## config.mk

```make
export PLATFORM = sky130hd
export DESIGN_NAME = sr_latch_driver_flat
export DESIGN_NICKNAME = d
export VERILOG_FILES = /design/src/rtl/sr_latch_driver_pkg.sv /design/src/rtl/sr_latch_driver_if.sv /design/src/rtl/sr_latch_driver_counter.sv /design/src/rtl/sr_latch_driver.sv /design/src/flat_wrapper.sv
export SDC_FILE = /design/constraint.sdc
export NUM_CORES = 1
export LEC_CHECK = 0
export BUFFER_PORTS_ARGS = -buffer_cell sky130_fd_sc_hd__buf_2
export CAP_MARGIN = 20
export CELL_PAD_IN_SITES_DETAIL_PLACEMENT = 1
export CELL_PAD_IN_SITES_GLOBAL_PLACEMENT = 1
export CORE_MARGIN = 4
export CORE_UTILIZATION = 40
export DETAILED_ROUTE_END_ITERATION = 6
export PLACE_DENSITY_LB_ADDON = 0.1
export SETUP_SLACK_MARGIN = 0.2
export SLEW_MARGIN = 20
export SYNTH_ARGS = -nofsm -noshare
export SYNTH_HDL_FRONTEND = slang
export SYNTH_SLANG_ARGS = --single-unit
```

## constraint.sdc

```tcl
create_clock -name clk -period 2.3 [get_ports clk]
set_input_delay 0 -clock clk [delete_from_list [all_inputs] [get_ports clk]]
set_output_delay 0 -clock clk [all_outputs]
set_load 0.03 [all_outputs]
```

## src/rtl/sr_latch_driver_pkg.sv

```systemverilog
// Shared types and constants for the SR latch driver and its counter.
package sr_drv_pkg;

  typedef enum logic [1:0] {
    IDLE  = 2'd0,
    PULSE = 2'd1,
    WAIT  = 2'd2
  } state_t;

  localparam logic [1:0] ERR_NONE    = 2'b00;
  localparam logic [1:0] ERR_TIMEOUT = 2'b01;
  localparam logic [1:0] ERR_INVALID = 2'b10;

  // Width of a down-counter that must hold values up to max(a, b) - 1; never
  // narrower than one bit.
  function automatic int cnt_width(input int a, input int b);
    int m;
    int w;
    m = (a > b) ? a : b;
    w = $clog2(m);
    return (w < 1) ? 1 : w;
  endfunction

endpackage

```

## src/rtl/sr_latch_driver_if.sv

```systemverilog
// Request and latch-drive signals of the SR latch driver.
// slave is the driver itself; master is the requester plus the latch feedback.
interface sr_latch_driver_if;

  logic       req_valid;
  logic       req_ready;
  logic       req_val;
  logic       s;
  logic       r;
  logic       q_fb;
  logic       qb_fb;
  logic       busy;
  logic       done;
  logic       err;
  logic [1:0] err_code;

  modport master (
    output req_valid, req_val, q_fb, qb_fb,
    input  req_ready, s, r, busy, done, err, err_code
  );

  modport slave (
    input  req_valid, req_val, q_fb, qb_fb,
    output req_ready, s, r, busy, done, err, err_code
  );

endinterface

```

## src/rtl/sr_latch_driver_counter.sv

```systemverilog
// Loadable down-counter with zero flag; times both the drive pulse and the
// feedback wait window.
module sr_drv_counter #(
  parameter int WIDTH = 3
) (
  input  logic             clk,
  input  logic             rst,
  input  logic             load,
  input  logic [WIDTH-1:0] load_val,
  input  logic             dec,
  output logic [WIDTH-1:0] count,
  output logic             zero
);

  logic [WIDTH-1:0] count_q;
  logic [WIDTH-1:0] count_d;

  // Next count: load wins over decrement; decrement saturates at zero.
  always_comb begin
    // NOTE: assign a default first so every path drives count_d and no latch is inferred.
    count_d = count_q;
    if (load) begin
      count_d = load_val;
    end else if (dec && (count_q != '0)) begin
      count_d = count_q - 1'b1;
    end
  end

  // Count register.
  always_ff @(posedge clk or posedge rst) begin
    // NOTE: non-blocking assignments keep every flop updating from pre-edge values.
    if (rst) count_q <= '0;
    else     count_q <= count_d;
  end

  assign count = count_q;
  assign zero  = (count_q == '0);

endmodule

```

## src/rtl/sr_latch_driver.sv

```systemverilog
// Drives the s/r inputs of an SR (NOR) latch from a valid/ready write request,
// then confirms the new state through synchronized q/qb feedback.
module sr_latch_driver
  import sr_drv_pkg::*;
#(
  parameter int PULSE_CYCLES   = 2,
  parameter int TIMEOUT_CYCLES = 8
) (
  input logic              clk,
  input logic              rst,
  sr_latch_driver_if.slave bus
);

  localparam int             CW           = cnt_width(PULSE_CYCLES, TIMEOUT_CYCLES);
  localparam logic [CW-1:0]  PULSE_LOAD   = CW'(PULSE_CYCLES - 1);
  localparam logic [CW-1:0]  TIMEOUT_LOAD = CW'(TIMEOUT_CYCLES - 1);

  state_t     state_q,    state_d;
  logic       target_q,   target_d;
  logic       s_q,        s_d;
  logic       r_q,        r_d;
  logic       done_q,     done_d;
  logic       err_q,      err_d;
  logic [1:0] err_code_q, err_code_d;

  logic       q_meta_q,   q_meta_d;
  logic       q_sync_q,   q_sync_d;
  logic       qb_meta_q,  qb_meta_d;
  logic       qb_sync_q,  qb_sync_d;

  logic          cnt_load;
  logic [CW-1:0] cnt_load_val;
  logic          cnt_dec;
  logic [CW-1:0] cnt_count;
  logic          cnt_zero;

  logic accept;
  logic match;
  logic skip;

  // Shared timer for the drive pulse and the feedback wait window.
  sr_drv_counter #(
    .WIDTH (CW)
  ) u_counter (
    .clk      (clk),
    .rst      (rst),
    .load     (cnt_load),
    .load_val (cnt_load_val),
    .dec      (cnt_dec),
    .count    (cnt_count),
    .zero     (cnt_zero)
  );

  // Two-stage synchronizer inputs for the asynchronous latch feedback.
  always_comb begin
    q_meta_d  = bus.q_fb;
    q_sync_d  = q_meta_q;
    qb_meta_d = bus.qb_fb;
    qb_sync_d = qb_meta_q;
  end

  // Synchronizer flops; all decisions below use only the *_sync_q outputs.
  always_ff @(posedge clk or posedge rst) begin
    if (rst) begin
      q_meta_q  <= 1'b0;
      q_sync_q  <= 1'b0;
      qb_meta_q <= 1'b0;
      qb_sync_q <= 1'b0;
    end else begin
      q_meta_q  <= q_meta_d;
      q_sync_q  <= q_sync_d;
      qb_meta_q <= qb_meta_d;
      qb_sync_q <= qb_sync_d;
    end
  end

  assign accept = (state_q == IDLE) && bus.req_valid;
  // Skip compares against the incoming value since target is not yet captured.
  assign skip   = (q_sync_q == bus.req_val) && (qb_sync_q == ~bus.req_val);
  assign match  = (q_sync_q == target_q) && (qb_sync_q == ~target_q);

  // Next-state and output decode: IDLE accepts, PULSE drives, WAIT confirms.
  always_comb begin
    state_d      = state_q;
    target_d     = target_q;
    s_d          = 1'b0;
    r_d          = 1'b0;
    done_d       = 1'b0;
    err_d        = 1'b0;
    err_code_d   = err_code_q;
    cnt_load     = 1'b0;
    cnt_load_val = '0;
    cnt_dec      = 1'b0;

    unique case (state_q)
      IDLE: begin
        if (accept) begin
          target_d   = bus.req_val;
          err_code_d = ERR_NONE;
          if (skip) begin
            // Latch already holds the value: confirm without pulsing.
            done_d = 1'b1;
          end else begin
            state_d      = PULSE;
            s_d          = bus.req_val;
            r_d          = ~bus.req_val;
            cnt_load     = 1'b1;
            cnt_load_val = PULSE_LOAD;
          end
        end
      end

      PULSE: begin
        if (cnt_zero) begin
          // Drive released here (s_d/r_d default low) before feedback is judged.
          state_d      = WAIT;
          cnt_load     = 1'b1;
          cnt_load_val = TIMEOUT_LOAD;
        end else begin
          s_d     = target_q;
          r_d     = ~target_q;
          cnt_dec = 1'b1;
        end
      end

      WAIT: begin
        if (match) begin
          state_d = IDLE;
          done_d  = 1'b1;
        end else if (cnt_zero) begin
          // q==qb on the final sample means the latch never settled validly.
          state_d    = IDLE;
          err_d      = 1'b1;
          err_code_d = (q_sync_q == qb_sync_q) ? ERR_INVALID : ERR_TIMEOUT;
        end else begin
          cnt_dec = 1'b1;
        end
      end

      default: begin
        state_d = IDLE;
      end
    endcase
  end

  // Control state and registered outputs; reset drops s/r immediately.
  always_ff @(posedge clk or posedge rst) begin
    if (rst) begin
      state_q    <= IDLE;
      target_q   <= 1'b0;
      s_q        <= 1'b0;
      r_q        <= 1'b0;
      done_q     <= 1'b0;
      err_q      <= 1'b0;
      err_code_q <= ERR_NONE;
    end else begin
      state_q    <= state_d;
      target_q   <= target_d;
      s_q        <= s_d;
      r_q        <= r_d;
      done_q     <= done_d;
      err_q      <= err_d;
      err_code_q <= err_code_d;
    end
  end

  assign bus.req_ready = (state_q == IDLE);
  assign bus.busy      = (state_q != IDLE);
  assign bus.s         = s_q;
  assign bus.r         = r_q;
  assign bus.done      = done_q;
  assign bus.err       = err_q;
  assign bus.err_code  = err_code_q;

endmodule

```

## src/flat_wrapper.sv

```systemverilog
// flat-port wrapper written by rule: the top's interface ports become plain ports
module sr_latch_driver_flat import sr_drv_pkg::*;
#(
  parameter int PULSE_CYCLES   = 2,
  parameter int TIMEOUT_CYCLES = 8
)
  (clk, rst, bus_req_valid, bus_req_val, bus_q_fb, bus_qb_fb, bus_req_ready, bus_s, bus_r, bus_busy, bus_done, bus_err, bus_err_code);
  sr_latch_driver_if bus_i ();
  input logic clk;
  input logic rst;
  input wire logic [$bits(bus_i.req_valid)-1:0] bus_req_valid;
  input wire logic [$bits(bus_i.req_val)-1:0] bus_req_val;
  input wire logic [$bits(bus_i.q_fb)-1:0] bus_q_fb;
  input wire logic [$bits(bus_i.qb_fb)-1:0] bus_qb_fb;
  output wire logic [$bits(bus_i.req_ready)-1:0] bus_req_ready;
  output wire logic [$bits(bus_i.s)-1:0] bus_s;
  output wire logic [$bits(bus_i.r)-1:0] bus_r;
  output wire logic [$bits(bus_i.busy)-1:0] bus_busy;
  output wire logic [$bits(bus_i.done)-1:0] bus_done;
  output wire logic [$bits(bus_i.err)-1:0] bus_err;
  output wire logic [$bits(bus_i.err_code)-1:0] bus_err_code;
  assign bus_i.req_valid = bus_req_valid;
  assign bus_i.req_val = bus_req_val;
  assign bus_i.q_fb = bus_q_fb;
  assign bus_i.qb_fb = bus_qb_fb;
  assign bus_req_ready = bus_i.req_ready;
  assign bus_s = bus_i.s;
  assign bus_r = bus_i.r;
  assign bus_busy = bus_i.busy;
  assign bus_done = bus_i.done;
  assign bus_err = bus_i.err;
  assign bus_err_code = bus_i.err_code;
  sr_latch_driver #(.PULSE_CYCLES(PULSE_CYCLES), .TIMEOUT_CYCLES(TIMEOUT_CYCLES)) u_core (.clk(clk), .rst(rst), .bus(bus_i));
endmodule
```

==> impl_metrics.json, run 1 <==
{
  "status": "completed",
  "drt_pre_antenna_iters": 4,
  "crit_path_max_cell_delay_ns": 0.45,
  "p_per_area_nw_per_um2": 1128,
  "antenna_cells_inserted": 0,
  "yosysUniqueCellTypes": 40,
  "slew_headroom_pct": 59.19,
  "p_switching_uw": 551.6,
  "remaining_number_of_nets_flagged_by_the_antenna_check_after_routing": 0,
  "timing.hold.worst.start": "bus_req_valid",
  "worst_ir_drop_on_vdd_mv": 0.4788,
  "grt_start_max_net_pins": 17,
  "critical_path_required_ns": 2.47,
  "syn_inst": 93,
  "setup_viol_count_final": 0,
  "tritoncts": "built",
  "yosysSeqAreaShare_pct": 43.66,
  "cpMaxStageDelayCell": "sky130_fd_sc_hd__or3_1",
  "core.rowCount": 17,
  "holdPathEnd": "u_core.target_q",
  "groute.usage.overall_pct": 15.09,
  "final_hold_viol_count": 0,
  "start_kind": "flip-flop",
  "synth_top_cells_by_area": "sky130_fd_sc_hd__dfrtp_1 44%, sky130_fd_sc_hd__ha_1 8.2%, sky130_fd_sc_hd__inv_1 4.1%",
  "io_pins": 14,
  "fill_cells": 262,
  "post-cts-setup-buffers": 0,
  "input_output_buffers": 13,
  "grt_setup_unrepaired": "false",
  "cp_cell_sequence": "inv_1, ha_1, nand2_1, or3_1, or4b_1, nand3_1",
  "max-clock-path-buffers": 2,
  "clock_root_cell": "sky130_fd_sc_hd__clkbuf_4",
  "die_x_um": 55.89,
  "synth-seq-cells": 16,
  "core-area_sq_um": 2191,
  "worst_setup_hold_path_clk_slew_ns": 0.10,
  "number_of_buffers_added_by_the_clock_tree_synthesis_step": 3,
  "clkPwrFrac_pct": 12.3,
  "post-route-min-period_ns": 1.830,
  "synthesis.yosys.warnings": 0,
  "maximum_fanout_along_the_worst_path": 7,
  "hold_class": "primary input to flip-flop",
  "final_net_count": 126,
  "dr_total_vias": 754,
  "worst_r2r_path_depth": 6,
  "die_footprint_sq_um": 3123,
  "remaining_drc_errors": 0,
  "floorplan.initialDensity_pct": 41.86,
  "r2r_end": "u_core.u_counter.count[2]",
  "combPwrFrac_pct": 54.0,
  "path_class": "flip-flop to flip-flop",
  "power.sequential.fraction_pct": 33.6,
  "netSwitchingFraction_pct": 45.27,
  "route.detailed.wl_per_inst_um": 15.01,
  "hpwlAfterDp_um": 1589,
  "fin_tns_setup_ns": 0,
  "grt_pass1_vias": 800,
  "internal_power_uw": 666.7,
  "die_height_um": 55.89,
  "syn-mean-instance-area_sq_um": 9.862,
  "antenna_found_initial": 0,
  "crit_arrival_ns": 2.00,
  "drt_first_iter_violations": 12,
  "rr_startpoint": "u_core.state_q[0]",
  "final_core_util_pct": 49.29,
  "cts_num_sinks": 16,
  "cap_violations": 0,
  "clock_skew_ns": 0.008455,
  "fin_crit_share_pct": 79.56,
  "routed_wl_um": 2102,
  "layout-drive-gt1-share_pct": 20.54,
  "cp-end-kind": "flip-flop",
  "finalMaxSlewViolations": 0,
  "fmax_mhz": 546.5,
  "grt_first_pass_wirelength_um": 3739,
  "clk-insertion-delay-late_ns": 0.29,
  "timing_worst_slew_pin_value_ns": 0.6115,
  "layout_area_growth_over_synthesis_pct": 17.74,
  "portion_of_synthesized_cell_area_occupied_by_the_leading_cell_type_pct": 43.66,
  "postSynthNetCount": 105,
  "mappedNetlistArea_sq_um": 917.1,
  "reg2reg_setup_slack_ns": 0.47,
  "post_dr_vias_cell": 5.386,
  "hold-path-cell-count": 3,
  "grt-ovfl-total": 0,
  "place_congestion": 0.7626,
  "cts_h_tree_depth": 1,
  "power_leakage_nw": 0.5431,
  "synth_top_cell_by_area": "sky130_fd_sc_hd__dfrtp_1"
}
[worst max-delay path: cells and delay by family (launching register included)]
family        cells  cell delay, ns
fa+ha+maj         1            0.33
buf+inv           1            0.12
flops             1            0.41
simple gates      4            0.86
[flip-flops by register name, summed over array words and instances (netlist names)]
name                    count
u_core.u_counter.count      3
u_core.target_q             1
u_core.bus.done             1
u_core.state_q              2
u_core.qb_meta_q            1
u_core.q_meta_q             1
u_core.q_sync_q             1
u_core.bus.r                1
u_core.bus.err              1
u_core.qb_sync_q            1
u_core.bus.s                1
u_core.bus.err_code         2
[synth_stat cells]
cell type	number
sky130_fd_sc_hd__a32o_1	1
sky130_fd_sc_hd__buf_1	1
sky130_fd_sc_hd__o211ai_1	2
sky130_fd_sc_hd__o22ai_1	1
sky130_fd_sc_hd__nand3_1	6
sky130_fd_sc_hd__a31oi_1	1
sky130_fd_sc_hd__and3_2	1
sky130_fd_sc_hd__a211oi_1	1
sky130_fd_sc_hd__nand4_1	1
sky130_fd_sc_hd__a31oi_4	1
sky130_fd_sc_hd__nand2b_1	1
sky130_fd_sc_hd__a32oi_1	1
sky130_fd_sc_hd__a22o_1	1
sky130_fd_sc_hd__nand2_1	10
sky130_fd_sc_hd__and2b_1	1
sky130_fd_sc_hd__and3b_1	1
sky130_fd_sc_hd__or4b_1	1
sky130_fd_sc_hd__inv_1	10
sky130_fd_sc_hd__or3b_1	1
sky130_fd_sc_hd__mux2i_1	1
sky130_fd_sc_hd__or3b_4	1
sky130_fd_sc_hd__o31ai_1	1
sky130_fd_sc_hd__a41oi_1	1
sky130_fd_sc_hd__nand3b_1	1
sky130_fd_sc_hd__nor2b_1	2
sky130_fd_sc_hd__nor3_1	2
sky130_fd_sc_hd__o21ai_0	3
sky130_fd_sc_hd__or3_1	1
sky130_fd_sc_hd__o211a_1	1
sky130_fd_sc_hd__nor3b_1	1
sky130_fd_sc_hd__dfrtp_1	16
sky130_fd_sc_hd__nor2_1	4
sky130_fd_sc_hd__o31ai_2	1
sky130_fd_sc_hd__o32ai_1	1
sky130_fd_sc_hd__a21oi_1	3
sky130_fd_sc_hd__clkbuf_1	1
sky130_fd_sc_hd__o21ai_2	1
sky130_fd_sc_hd__o221ai_1	1
sky130_fd_sc_hd__ha_1	6
sky130_fd_sc_hd__mux2_4	1
[timing repair]
action | 4_1_cts | 5_1_grt
gates resized for setup | 0 | 0
endpoints found under the hold margin | 19 | 0
hold buffers | 4 | 0
[cell type report]
class / instances / area [sq um] / share of cell area, %
multi-input combinational: 65 / 471.7 / 43.68
sequential: 16 / 400.4 / 37.08
timing repair buffer: 18 / 112.6 / 10.43
inverter: 10 / 37.54 / 3.476
tap: 28 / 35.03 / 3.244
clock buffer: 3 / 22.52 / 2.086
[layer usage]
metal | vias to the layer above | part of all wire, % | global-route usage, %
met2 | 14 | 46 | 23.48
met1 | 364 | 49 | 20.35
met3 | 4 | 3.4 | 3.944
li1 | 372 | - | -
met4 | 0 | 1.5 | 5.085
met5 | - | 0 | 0
[worst max-delay path by stage]
stage                                  from                   endpoint  slack (ns)  cells past startpoint
after detailed placement  u_core.state_q[0]  u_core.u_counter.count[2]        0.49                      6
after global placement    u_core.state_q[1]  u_core.u_counter.count[1]        0.55                      5
after global routing      u_core.state_q[0]  u_core.u_counter.count[2]        0.35                      6
final                     u_core.state_q[0]  u_core.u_counter.count[2]        0.47                      6
after floorplan           u_core.state_q[0]  u_core.u_counter.count[1]        0.44                      5
after CTS                 u_core.state_q[0]  u_core.u_counter.count[2]        0.48                      6
[placed cells by master, fill, tap and decap left out, drive strengths merged]
master,instances
a211oi,1
a21oi,3
a22o,1
a31oi,2
a32o,1
a32oi,1
a41oi,1
and2b,1
and3,1
and3b,1
buf,14
clkbuf,3
dfrtp,16
dlygate4sd3,4
ha,6
inv,10
mux2,1
mux2i,1
nand2,10
nand2b,1
nand3,6
nand3b,1
nand4,1
nor2,4
nor2b,2
nor3,2
nor3b,1
o211a,1
o211ai,2
o21ai,4
o221ai,1
o22ai,1
o31ai,2
o32ai,1
or3,1
or3b,2
or4b,1
[metrics by stage]
stage / hold WS (ns) / instances / total power, mW / setup WS [ns] / area, sq um
after floorplan: -0.08626 / 93 / 0.9017 / 0.4383 / 917.1
after CTS: 0.06069 / 140 / 1.229 / 0.4794 / 1080
after detailed placement: 0.1103 / 133 / 1.070 / 0.4925 / 1017
final: 0.06990 / 140 / 1.218 / 0.4701 / 1080
after global routing: 0.07786 / 140 / 1.333 / 0.3454 / 1080
after global placement: 0.09897 / 133 / 1.058 / 0.5491 / 1017
[cells by family after synthesis]
family          after synthesis  share of synthesized area (%)
simple gates                 35                          21.01
compound gates               22                          19.51
flops                        16                          43.66
buf+inv                      12                          4.911
fa+ha+maj                     6                          8.185
mux                           2                          2.728
[power by group through the flow]
stage / Clock, mW / Sequential, mW / Combinational [mW]
detailed placement: 0 / 0.415 / 0.656
global route: 0.175 / 0.420 / 0.737
floorplan: 0 / 0.444 / 0.458
finish: 0.150 / 0.410 / 0.658
global placement: 0 / 0.409 / 0.649
CTS: 0.155 / 0.408 / 0.666
No activity file was read; power rests on OpenSTA's default activity.
==> run 2, diff against run 1 <==
--- a/config.mk
+++ b/config.mk
@@ -5,6 +5,7 @@
 export SDC_FILE = /design/constraint.sdc
 export NUM_CORES = 1
 export LEC_CHECK = 0
+export ABC_AREA = 1
 export BUFFER_PORTS_ARGS = -buffer_cell sky130_fd_sc_hd__buf_2
 export CAP_MARGIN = 20
 export CELL_PAD_IN_SITES_DETAIL_PLACEMENT = 1
==> constraint.sdc (replaced) <==
create_clock -name clk -period 1.74 [get_ports clk]
set_input_delay 0 -clock clk [delete_from_list [all_inputs] [get_ports clk]]
set_output_delay 0 -clock clk [all_outputs]
set_load 0.03 [all_outputs]
==> impl_metrics.json, run 2 <==
{
  "grt-ovfl-total": 0,
  "antenna_found_initial": 0,
  "synth-seq-cells": 16,
  "cp-end-kind": "flip-flop",
  "worst_ir_drop_on_vdd_mv": 0.6683,
  "mappedNetlistArea_sq_um": 832.0,
  "input_output_buffers": 13,
  "fmax_mhz": 719.2,
  "post-route-min-period_ns": 1.390,
  "layout_area_growth_over_synthesis_pct": 23.76,
  "hold-path-cell-count": 3,
  "synthFlopType": "sky130_fd_sc_hd__dfrtp_1",
  "io_pins": 14,
  "syn_inst": 96,
  "layout_common_cells": "26 x sky130_fd_sc_hd__nand2_1, 16 x sky130_fd_sc_hd__dfrtp_1, 13 x sky130_fd_sc_hd__buf_2",
  "layout-drive-gt1-share_pct": 31.36,
  "remaining_drc_errors": 0,
  "setup_viol_count_final": 0,
  "r2r_end": "u_core.u_counter.count[1]",
  "critical_path_required_ns": 1.97,
  "floorplan.initialDensity_pct": 42.41,
  "maximum_fanout_along_the_worst_path": 6,
  "p_per_area_nw_per_um2": 1696,
  "slew_headroom_pct": 60.73,
  "holdPathEnd": "u_core.bus.s",
  "core-area_sq_um": 1962,
  "max-clock-path-buffers": 2,
  "clk-insertion-delay-late_ns": 0.29,
  "synth_top_cell_by_area": "sky130_fd_sc_hd__dfrtp_1",
  "postSynthNetCount": 108,
  "start_kind": "flip-flop",
  "postSynth.asyncResetShare_pct": 100.0,
  "synth-edff-count": 0,
  "groute.usage.overall_pct": 15.71,
  "core.rowCount": 16,
  "cts_num_sinks": 16,
  "die_height_um": 53.61,
  "die_x_um": 53.61,
  "multi_input_comb_area_sq_um": 392.9,
  "finalMaxSlewViolations": 0,
  "worst_r2r_path_depth": 8,
  "hold_slack_ns": 0.03376,
  "cap_violations": 0,
  "number_of_buffers_added_by_the_clock_tree_synthesis_step": 3,
  "clock_root_cell": "sky130_fd_sc_hd__clkbuf_4",
  "place_congestion": 0.7892,
  "drt_first_iter_violations": 6,
  "cts_h_tree_depth": 1,
  "yosysUniqueCellTypes": 16,
  "final_core_util_pct": 52.49,
  "ys_top_cells_by_count": "27 x sky130_fd_sc_hd__nand2_1, 16 x sky130_fd_sc_hd__dfrtp_1, 11 x sky130_fd_sc_hd__inv_1",
  "cp_cell_sequence": "inv_1, ha_2, nand2_2, a21oi_4, nor2_4, nand2_2, nand2_1, nand2_1",
  "power_leakage_nw": 0.5461,
  "path_class": "flip-flop to flip-flop",
  "die_footprint_sq_um": 2874,
  "yosys.cell_count.top_type": "sky130_fd_sc_hd__nand2_1",
  "tritoncts": "built",
  "drt_pre_antenna_iters": 2,
  "routed_wl_um": 1720,
  "pre_cts_slack_ns": 0.2727,
  "final_hold_viol_count": 0,
  "grt_first_pass_wirelength_um": 3098,
  "register_area_sq_um": 400.4,
  "portion_of_synthesized_cell_area_occupied_by_the_leading_cell_type_pct": 48.12,
  "layout.cells.most_common": "sky130_fd_sc_hd__nand2_1",
  "synthesis.yosys.warnings": 0,
  "fill_cells": 255,
  "crit_path_max_cell_delay_ns": 0.41,
  "hold_class": "primary input to flip-flop",
  "setup_slack_ns": 0.3495,
  "rr_startpoint": "u_core.state_q[0]",
  "fin_tns_setup_ns": 0,
  "dr_total_vias": 672,
  "yosysSeqAreaShare_pct": 48.12,
  "design_power_total_mw": 1.747,
  "hpwlAfterDp_um": 1321,
  "syn-mean-instance-area_sq_um": 8.667,
  "post_dr_vias_cell": 4.634,
  "timing_worst_slew_pin_value_ns": 0.5883,
  "largest_register_ff_count": 3,
  "fin_crit_share_pct": 79.91,
  "grt_pass1_vias": 742,
  "synth_top_cells_by_area": "sky130_fd_sc_hd__dfrtp_1 48%, sky130_fd_sc_hd__nand2_1 12%, sky130_fd_sc_hd__ha_1 9.0%",
  "worst_setup_hold_path_clk_slew_ns": 0.09,
  "grt_start_max_net_pins": 17,
  "final_net_count": 131,
  "grt_setup_unrepaired": "false",
  "reg2reg_setup_slack_ns": 0.35,
  "remaining_number_of_nets_flagged_by_the_antenna_check_after_routing": 0,
  "cpMaxStageDelayCell": "sky130_fd_sc_hd__dfrtp_1",
  "clock_skew_ns": 0.002756,
  "crit_arrival_ns": 1.63,
  "antenna_cells_inserted": 0,
  "route.detailed.wl_per_inst_um": 11.86,
  "timing.hold.worst.start": "bus_req_val",
  "status": "completed"
}
-- run 2: changes by cell type after synthesis, moves of 2 or more --
cell                       delta
sky130_fd_sc_hd__nor2b_1      -2
sky130_fd_sc_hd__a21oi_1      -3
sky130_fd_sc_hd__nand3_2      +2
sky130_fd_sc_hd__nand2_2      +4
sky130_fd_sc_hd__nor2_2       +2
sky130_fd_sc_hd__o211ai_1     -2
sky130_fd_sc_hd__nand2_1     +17
sky130_fd_sc_hd__nor3_1       -2
sky130_fd_sc_hd__o21ai_0      +3
sky130_fd_sc_hd__inv_2        +4
-- run 2: area by class of cell --
type	instances	share of cell area (%)
multi-input cells	65	38.15
well taps	27	3.281
clock buffers	4	3.524
flip-flops and latches	16	38.88
inverters	15	5.468
repair buffers	18	10.69
-- run 2: what timing repair did --
| action | in CTS | in global routing |
|---|---|---|
| buffers inserted | 0 | 2 |
| setup endpoints to repair | 0 | 3 |
| hold buffers | 3 | 0 |
| hold endpoints to repair | 18 | 0 |
| gates resized for setup | 0 | 4 |
-- run 2: worst max-delay path by stage --
stage                              start  depth (start not counted)                        end  slack [ns]
2_1_floorplan          u_core.state_q[0]                          8     u_core.bus.err_code[0]        0.28
3_3_place_gp           u_core.state_q[1]                          8  u_core.u_counter.count[1]        0.30
3_5_place_dp           u_core.state_q[0]                          8  u_core.u_counter.count[2]        0.27
4_1_cts                u_core.state_q[0]                          8  u_core.u_counter.count[0]        0.26
5_1_grt        u_core.u_counter.count[0]                         10  u_core.u_counter.count[1]        0.21
6_report               u_core.state_q[0]                          8  u_core.u_counter.count[1]        0.35
-- run 2: critical path: cells and delay by family, from the launching register on --
family,cells,cell delay (ns)
simple gates,5,0.38
fa+ha+maj,1,0.23
buf+inv,1,0.12
flops,1,0.41
compound gates,1,0.19
-- run 2: cell families (layout without fill, tap and decap cells) --
logic type	Yosys count	after routing	synth area share [%]
flops	16	16	48.12
xor+xnor	1	1	1.053
fa+ha+maj	6	6	9.022
buf+inv	15	37	6.766
simple gates	48	48	26.92
compound gates	10	10	8.121
-- run 2: per-stage QoR --
step	instances	area, sq um
after floorplan	96	834.6
after global placement	136	933.4
after detailed placement	136	933.4
after CTS	143	999.7
after global routing	145	1030
final	145	1030
-- run 2: power by group --
part | internal, mW | leakage (nW) | total, mW | switching (mW)
Clock | 0.128 | 0.0210 | 0.248 | 0.120
Combinational | 0.332 | 0.323 | 0.949 | 0.617
Sequential | 0.481 | 0.202 | 0.550 | 0.0696
Total | 0.940 | 0.546 | 1.75 | 0.806
-- run 2: routing by layer --
metal / track usage (%) / wire length, um
met5: 0 / 0
met4: 8.936 / 55
met1: 17.30 / 761
met2: 26.94 / 825
met3: 4.432 / 78
